### src/rtl/uart_pkg.sv
// uart_pkg
// Definitions shared by the UART transmit and receive engines:
//   - uart_state_e   : frame FSM states (IDLE, START, DATA, STOP)
//   - UART_DATA_BITS : payload bits per frame (8N1 framing)
//   - clks_per_bit() : system clocks per line bit (integer division)
//   - cnt_width()    : counter width for a count of n, never below 1 bit
package uart_pkg;

    typedef enum logic [1:0] {
        IDLE  = 2'd0,
        START = 2'd1,
        DATA  = 2'd2,
        STOP  = 2'd3
    } uart_state_e;

    localparam int UART_DATA_BITS = 8;

    function automatic int clks_per_bit(input int clk_freq, input int baud);
        return clk_freq / baud;
    endfunction

    // $clog2(1) is 0, which would give a zero-width counter.
    function automatic int cnt_width(input int n);
        return (n > 1) ? $clog2(n) : 1;
    endfunction

endpackage

### src/rtl/uart_baud_tick.sv
// uart_baud_tick
// Bit-period divider. While en_i is high it produces a one-cycle tick_o
// every CLKS_PER_BIT cycles. The first tick comes CLKS_PER_BIT cycles after
// en_i rises. While en_i is low the counter is held at zero.
// Ports:
//   clk_i  : system clock
//   rst_i  : synchronous, active-high reset
//   en_i   : count enable
//   tick_o : high in the last cycle of each bit period
module uart_baud_tick
    import uart_pkg::*;
#(
    parameter int CLKS_PER_BIT = 16,
    parameter int CNT_W        = cnt_width(CLKS_PER_BIT)
) (
    input  logic clk_i,
    input  logic rst_i,
    input  logic en_i,
    output logic tick_o
);

    localparam logic [CNT_W-1:0] LAST = CNT_W'(CLKS_PER_BIT - 1);

    logic [CNT_W-1:0] cnt_q, cnt_d;

    assign tick_o = en_i && (cnt_q == LAST);

    // Wrap to zero on every tick so each bit period starts from a clean count.
    always_comb begin
        if (!en_i || tick_o) begin
            cnt_d = '0;
        end else begin
            cnt_d = cnt_q + CNT_W'(1);
        end
    end

    // NOTE: sequential state uses non-blocking (<=) so every flop samples
    // pre-edge values; blocking here would create order-dependent races.
    always_ff @(posedge clk_i) begin
        if (rst_i) begin
            cnt_q <= '0;
        end else begin
            cnt_q <= cnt_d;
        end
    end

endmodule

### src/rtl/uart_tx_engine.sv
// uart_tx_engine
// 8N1 UART transmitter. When tx_start is high in IDLE, the block latches
// tx_data and sends a frame on UART_TX. The frame is a start bit (0), eight
// data bits LSB first, and a stop bit (1). Each line level is held for
// CLKS_PER_BIT = CLK_FREQ/BAUD clocks.
// Ports:
//   sysclk   : system clock, rising edge
//   reset    : synchronous, active-high; aborts any frame in flight
//   tx_data  : byte to send, sampled only at the accept edge
//   tx_start : level request; ignored outside IDLE
//   UART_TX  : registered serial line, idle high
//   tx_busy  : high from the accept edge until the return to IDLE
//   tx_done  : one-cycle pulse in the last cycle of the stop bit
module uart_tx_engine
    import uart_pkg::*;
#(
    parameter int CLK_FREQ = 100_000_000,
    parameter int BAUD     = 9600
) (
    input  logic       sysclk,
    input  logic       reset,
    input  logic [7:0] tx_data,
    input  logic       tx_start,
    output logic       UART_TX,
    output logic       tx_busy,
    output logic       tx_done
);

    localparam int CLKS_PER_BIT = clks_per_bit(CLK_FREQ, BAUD);
    localparam int CNT_W        = cnt_width(CLKS_PER_BIT);
    localparam int BIT_IDX_W    = $clog2(UART_DATA_BITS);
    localparam logic [BIT_IDX_W-1:0] LAST_BIT = BIT_IDX_W'(UART_DATA_BITS - 1);

    uart_state_e               state_q, state_d;
    logic [UART_DATA_BITS-1:0] shift_q, shift_d;
    logic [BIT_IDX_W-1:0]      bit_idx_q, bit_idx_d;
    logic                      tx_q, tx_d;
    logic                      bit_tick;

    // The divider runs only while a frame is in progress, so it stays at
    // zero in IDLE and every frame starts with a full-length start bit.
    uart_baud_tick #(
        .CLKS_PER_BIT (CLKS_PER_BIT),
        .CNT_W        (CNT_W)
    ) u_baud_tick (
        .clk_i  (sysclk),
        .rst_i  (reset),
        .en_i   (state_q != IDLE),
        .tick_o (bit_tick)
    );

    // NOTE: every signal assigned here gets a default first; a path that
    // leaves one unassigned would infer a latch.
    always_comb begin
        state_d   = state_q;
        shift_d   = shift_q;
        bit_idx_d = bit_idx_q;
        tx_done   = 1'b0;

        unique case (state_q)
            IDLE: begin
                if (tx_start) begin
                    state_d   = START;
                    shift_d   = tx_data;
                    bit_idx_d = '0;
                end
            end
            START: begin
                if (bit_tick) begin
                    state_d = DATA;
                end
            end
            DATA: begin
                if (bit_tick) begin
                    shift_d = shift_q >> 1;
                    if (bit_idx_q == LAST_BIT) begin
                        state_d   = STOP;
                        bit_idx_d = '0;
                    end else begin
                        bit_idx_d = bit_idx_q + BIT_IDX_W'(1);
                    end
                end
            end
            STOP: begin
                if (bit_tick) begin
                    state_d = IDLE;
                    // An edge that resets instead of completing the frame
                    // must not announce completion.
                    tx_done = !reset;
                end
            end
            default: state_d = IDLE;
        endcase

        // The line level is computed from the next state so the registered
        // output changes on the same edge as the state, one cycle after accept.
        tx_d = 1'b1;
        unique case (state_d)
            START:   tx_d = 1'b0;
            DATA:    tx_d = shift_d[0];
            default: tx_d = 1'b1;
        endcase
    end

    always_ff @(posedge sysclk) begin
        if (reset) begin
            state_q   <= IDLE;
            shift_q   <= '0;
            bit_idx_q <= '0;
            tx_q      <= 1'b1;
        end else begin
            state_q   <= state_d;
            shift_q   <= shift_d;
            bit_idx_q <= bit_idx_d;
            tx_q      <= tx_d;
        end
    end

    assign UART_TX = tx_q;
    assign tx_busy = (state_q != IDLE);

endmodule

### config.mk
export PLATFORM = sky130hd
export DESIGN_NAME = uart_tx_engine
export DESIGN_NICKNAME = d
export VERILOG_FILES = /design/src/rtl/uart_pkg.sv /design/src/rtl/uart_baud_tick.sv /design/src/rtl/uart_tx_engine.sv
export SDC_FILE = /design/constraint.sdc
export NUM_CORES = 1
export LEC_CHECK = 0
export CAP_MARGIN = 10
export CORE_UTILIZATION = 23
export DETAILED_ROUTE_END_ITERATION = 6
export HOLD_SLACK_MARGIN = 0.05
export SLEW_MARGIN = 20
export SYNTH_ARGS = -nofsm -noshare
export SYNTH_HDL_FRONTEND = slang
export SYNTH_SLANG_ARGS = --single-unit
### constraint.sdc
create_clock -name sysclk -period 2.38 [get_ports sysclk]
set_input_delay 0.476 -clock sysclk [delete_from_list [all_inputs] [get_ports sysclk]]
set_output_delay 0.476 -clock sysclk [all_outputs]
set_load 0.02 [all_outputs]
After elaboration in Yosys (flattened, before gate mapping)
Cells that the tools add are included.

Output and inout port bits: 3. Logic and storage cells: 42. Register bits after elaboration: 28. Bits of input ports: 11.

Add/subtract/negate cells: 2. Equal/unequal tests: 9. Muxes and demuxes: 16. Reductions and logical operators: 9.

Operators by type and width (number): $mux W8 (2); $pmux W8 S2 (1); $add A14 B1 Y14 const B (1); $eq A14 B14 Y1 const B (1); $mux W2 (5); $mux W3 (3); $pmux W2 S4 (1); $eq A2 B2 Y1 const B (3); $pmux W3 S2 (1); $eq A2 B1 Y1 const B (2); $reduce_bool A2 Y1 (2); $add A3 B1 Y3 const B (1); $eq A3 B3 Y1 const B (1); $reduce_and A3 Y1 (1); $logic_not A1 Y1 (2); $logic_not A2 Y1 (1); $mux W1 (2); $ne A2 B1 Y1 const B (1); $ne A2 B2 Y1 const B (1); $pmux W1 S2 (1); $reduce_or A2 Y1 (1); $logic_and A1 B1 Y1 (1); $logic_or A1 B1 Y1 (1).

Longest topological paths before layout
Depth after elaboration: 6. Depth in mapped cells: 8. Depth with buffers taken out: 5.

Cells and area by module
From an unflattened synthesis, not the netlist that was laid out.

Cell total of the unflattened synthesis: 152. Area total of the unflattened synthesis: 1356.3 sq um.

By module, submodules not included: uart_tx_engine (times used 1, seq. area each 280.3 sq um, area an instance 711.9 sq um, cells an instance 82); uart_baud_tick (times used 1, seq. area each 280.3 sq um, area an instance 644.4 sq um, cells an instance 70).

Worst setup path after synthesis
Ideal clock, no wire load.

Kind: register to output. Start point: register u_baud_tick.cnt_q[0]. End point: output port tx_done. Data required time: 1.904 ns. Arrival time: 1.688 ns. Path buffers: 2. Path slack: 0.216 ns. Cell stages (with the launch flop): 8. Cell sequence: dfxtp_1 -> ha_1 -> and4_1 -> buf_6 -> and4_4 -> buf_6 -> and2_2 -> nor2b_1.

Cells in the longest elaborated chain, start to end: 4.

RTL lines: start: declaration (line uart_baud_tick.sv:24) `logic [CNT_W-1:0] cnt_q, cnt_d;`; start signal: assignment (line uart_baud_tick.sv:43) `cnt_q <= cnt_d;`; $eq A14 B14 Y1 (line uart_baud_tick.sv:26) `assign tick_o = en_i && (cnt_q == LAST);`; $logic_and A1 B1 Y1 (line uart_baud_tick.sv:26); $mux W1 (line uart_tx_engine.sv:85) `if (bit_tick) begin`; $mux W1 (line uart_tx_engine.sv:60) `unique case (state_q)`; end: declaration (line uart_tx_engine.sv:26) `output logic tx_done`.

Every way passes these cells.

Worst setup path in the final report
Start point: register state_q[1]. End point: output port tx_busy.

Cells in the longest elaborated chain, start to end: 1.

RTL lines: start: declaration (line uart_tx_engine.sv:34) `uart_state_e state_q, state_d;`; start signal: assignment (line uart_tx_engine.sv:112) `state_q <= state_d;`; $reduce_bool A2 Y1 (line uart_tx_engine.sv:120) `assign tx_busy = (state_q != IDLE);`; end: declaration (line uart_tx_engine.sv:25) `output logic tx_busy,`.

Every way passes these cells.

==> impl_metrics.csv <==
group,metric,value,unit
floorplan,pin_count,14,
place,portBuffers,13,
logic_synthesis,synthCells,158,
detailed_routing,post-route-drc-count,0,
setup_path,cp_num_buf_inv,2,
sta,hold_viol,0,
grt,grt_pass1_vias,1144,
power,ir_worst_vdd,0.261,mV
grt,grt_max_degree,17,
place,hpwl,2100,um
grt,grt_overflow,0,
setup_path,path_class,"register to output pin",
place,dp_cells,252,
detailed_routing,dr_wl_met2,1360,um
floorplan,die_width,80.4,um
finish,final_common_cell,"dfxtp_1",
setup_path,required,1.90,ns
floorplan,die_area,6460,sq um
floorplan,num_rows,28,
sta,slew_headroom,75.2,%
sta,timing.fmax,0.459,GHz
logic_synthesis,syn_nets,172,
place,place.gp.congestion,0.745,
finish,fin_cells,256,
finish,final_nets,196,
detailed_routing,routed_wirelength,2860,um
min_path,holdPathStages,2,
logic_synthesis,yosysTopAreaCell,"dfxtp_1",
logic_synthesis,synth_ff_type,"dfxtp_1",
logic_synthesis,synth_edf_count,0,
setup_path,critical_path_arrival,1.70,ns
detailed_routing,dr_wl_met3,66,um
logic_synthesis,synth-seq-cells,28,
min_path,hold_path_startpoint,"shift_q[4]$_SDFFE_PP0P_",
floorplan,core-area,5920,sq um
grt,grt_pass1_wl,5110,um
logic_synthesis,synth.avg_cell_area,8.94,sq um
detailed_routing,detail_route.wl_per_cell,11.2,um
setup_path,cp-startpoint,"state_q[1]$_SDFF_PP0_",
setup_path,r2r-start,"u_baud_tick.cnt_q[1]$_SDFF_PP0_",
sta,skew,0.00544,ns
sta,setup_slack,0.203,ns
clock_network,cts_buffers,3,
sta,period_needed,2.18,ns
detailed_routing,via_count,1173,
clock_network,cts_tree,"built",
clock_network,clk_latency,0.28,ns
detailed_routing,dr.pass1.iters,4,
logic_synthesis,yosysTopAreaCellShare,39.7,%
setup_path,rr_worst_depth,6,
detailed_routing,viasPerCell,4.58,
setup_path,cp-start-kind,"register",
finish,fill_cells,620,
finish,multiInputGateArea,767,sq um
sta,finalSetupViolCount,0,
logic_synthesis,synth_area_leaders,"dfxtp_1 (40%), xnor2_1 (5.0%), nand3_1 (4.6%)",
floorplan,initial_core_util,23.9,%
power,power_density,544,nW/um^2
sta,tns,0,ns
detailed_routing,wl_met1,1410,um
setup_path,critPathMaxStageDelay,0.59,ns
clock_network,cts_sinks,28,
finish,seq_area,561,sq um
detailed_routing,highest_layer,"met4",
finish,layout-drive-gt1-share,17.1,%
floorplan,die_y,80.4,um
min_path,hp-class,"register to register",
setup_path,crit_slowest_cell,"clkdlybuf4s50_1",
logic_synthesis,yosys_warnings,0,
clock_network,h-tree-depth,1,
detailed_routing,drt_iter0_markers,54,
setup_path,path_depth,3,
finish,diodes,0,
setup_path,cp_cell_sequence,"nor2_1 -> inv_1 -> clkdlybuf4s50_1",
clock_network,clkTransAtPathRegs,0.11,ns
finish,final_cell_mix,"dfxtp_1 (28), nor2_1 (15), buf_4 (15), nand3_1 (13), clkdlybuf4s50_1 (12)",
logic_synthesis,ys_seq_area_share,39.7,%
flow_run,maxCapViolCount,0,
clock_network,clockBufferDepth,2,
sta,slew_violations,0,
setup_path,cpLargestDelayFamily,"buffers and inverters",
clock_network,cts_root_buf,"clkbuf_8",
logic_synthesis,synthesis.area,1410,sq um
sta,worstMarginPinSlew,0.371,ns
outcome,status,"finished clean",
finish,area_growth,23.8,%
place,place_ws,0.0950,ns
clock_network,cts_hold_buffers,0,
grt,grt.total_usage,10.1,%
logic_synthesis,synth.distinct_cells,40,
setup_path,crit_path_end_kind,"output pin",
detailed_routing,drtAntennaViolNets,0,
grt,antenna_found_initial,0,
sta,rsz0062_at_grt,"false",
setup_path,crit_fanout,11,
logic_synthesis,synthArstFlopShare,0,%
sta,finalCritPeriodShare,91.5,%
power,power.leakage,0.000595,uW
==> synth_stat cells (all sizes together) (3+ instances only) <==
cell / instances
o21ai: 4
xnor2: 8
and4: 4
ha: 3
xor2: 4
nand3: 13
a22oi: 6
nor2: 17
nand2: 4
clkbuf: 6
nor3: 5
nand4: 6
nor2b: 3
and2: 3
nor4: 3
a211oi: 3
buf: 3
a21oi: 10
inv: 5
dfxtp: 28
==> worst min-delay path, delay by kind of cell (launching register included) <==
kind | cells | cell delay (ns)
compound gates | 1 | 0.06
flops | 1 | 0.32
simple gates | 1 | 0.06
==> flip-flops by register name (all words and copies together), names as in the netlist <==
signal             count
UART_TX                1
bit_idx_q              3
shift_q                8
state_q                2
u_baud_tick.cnt_q     14
==> report_power, final <==
part | leakage [uW] | internal, uW | switching [uW]
Combinational | 0.000332 | 39.1 | 36.4
Sequential | 0.000228 | 480 | 5.76
Clock | 0.0000357 | 226 | 164
Total | 0.000595 | 744 | 206
==> cells by family after synthesis <==
kind of cell	Yosys count	share of synthesized area [%]
AOI/OAI and AO/OA	28	12.4
xor gates and xnor gates	12	7.44
adders and majority gates	3	2.66
buffers and inverters	14	6.02
DFF	28	39.7
muxes	2	1.42
and+or+nand+nor	71	30.4
==> metrics by stage <==
stage          util, %  area, sq um  hold WS [ns]  power (uW)
6_report          29.5         1750         0.472         951
3_3_place_gp      28.4         1680         0.457         572
5_1_grt           29.5         1750         0.498         988
3_5_place_dp      28.4         1680         0.458         572
2_1_floorplan        -         1410         0.430         538
4_1_cts           29.6         1750         0.474         963
==> worst paths after layout <==
| path | slack [ns] | to |
|---|---|---|
| min reg2reg | 0.47 | shift_q[4]$_SDFFE_PP0P_ |
| max reg2reg | 0.56 | bit_idx_q[0]$_SDFFE_PP0P_ |
| min | 0.47 | shift_q[4]$_SDFFE_PP0P_ |
| max | 0.20 | tx_busy |
==> cell type report <==
class                   instances  area share, %
inverters                       5           1.07
repair buffers                 28           13.6
clock inverters                 1           1.72
well taps                      75           5.36
multi-input cells             116           43.8
clock buffers                   3           2.36
flip-flops and latches         28           32.0
==> layer usage <==
layer	GRT usage [%]	vias up
met3	2.50	2
met2	16.9	14
met5	0	-
met4	2.32	0
met1	13.0	542
li1	-	615
==> timing repair <==
| item | 4_1_cts | 5_1_grt |
|---|---|---|
| setup buffers | 0 | 0 |
| gates resized for setup | 1 | 2 |
| endpoints found under the setup margin | 1 | 1 |
Power figures use the tool's default switching activity.
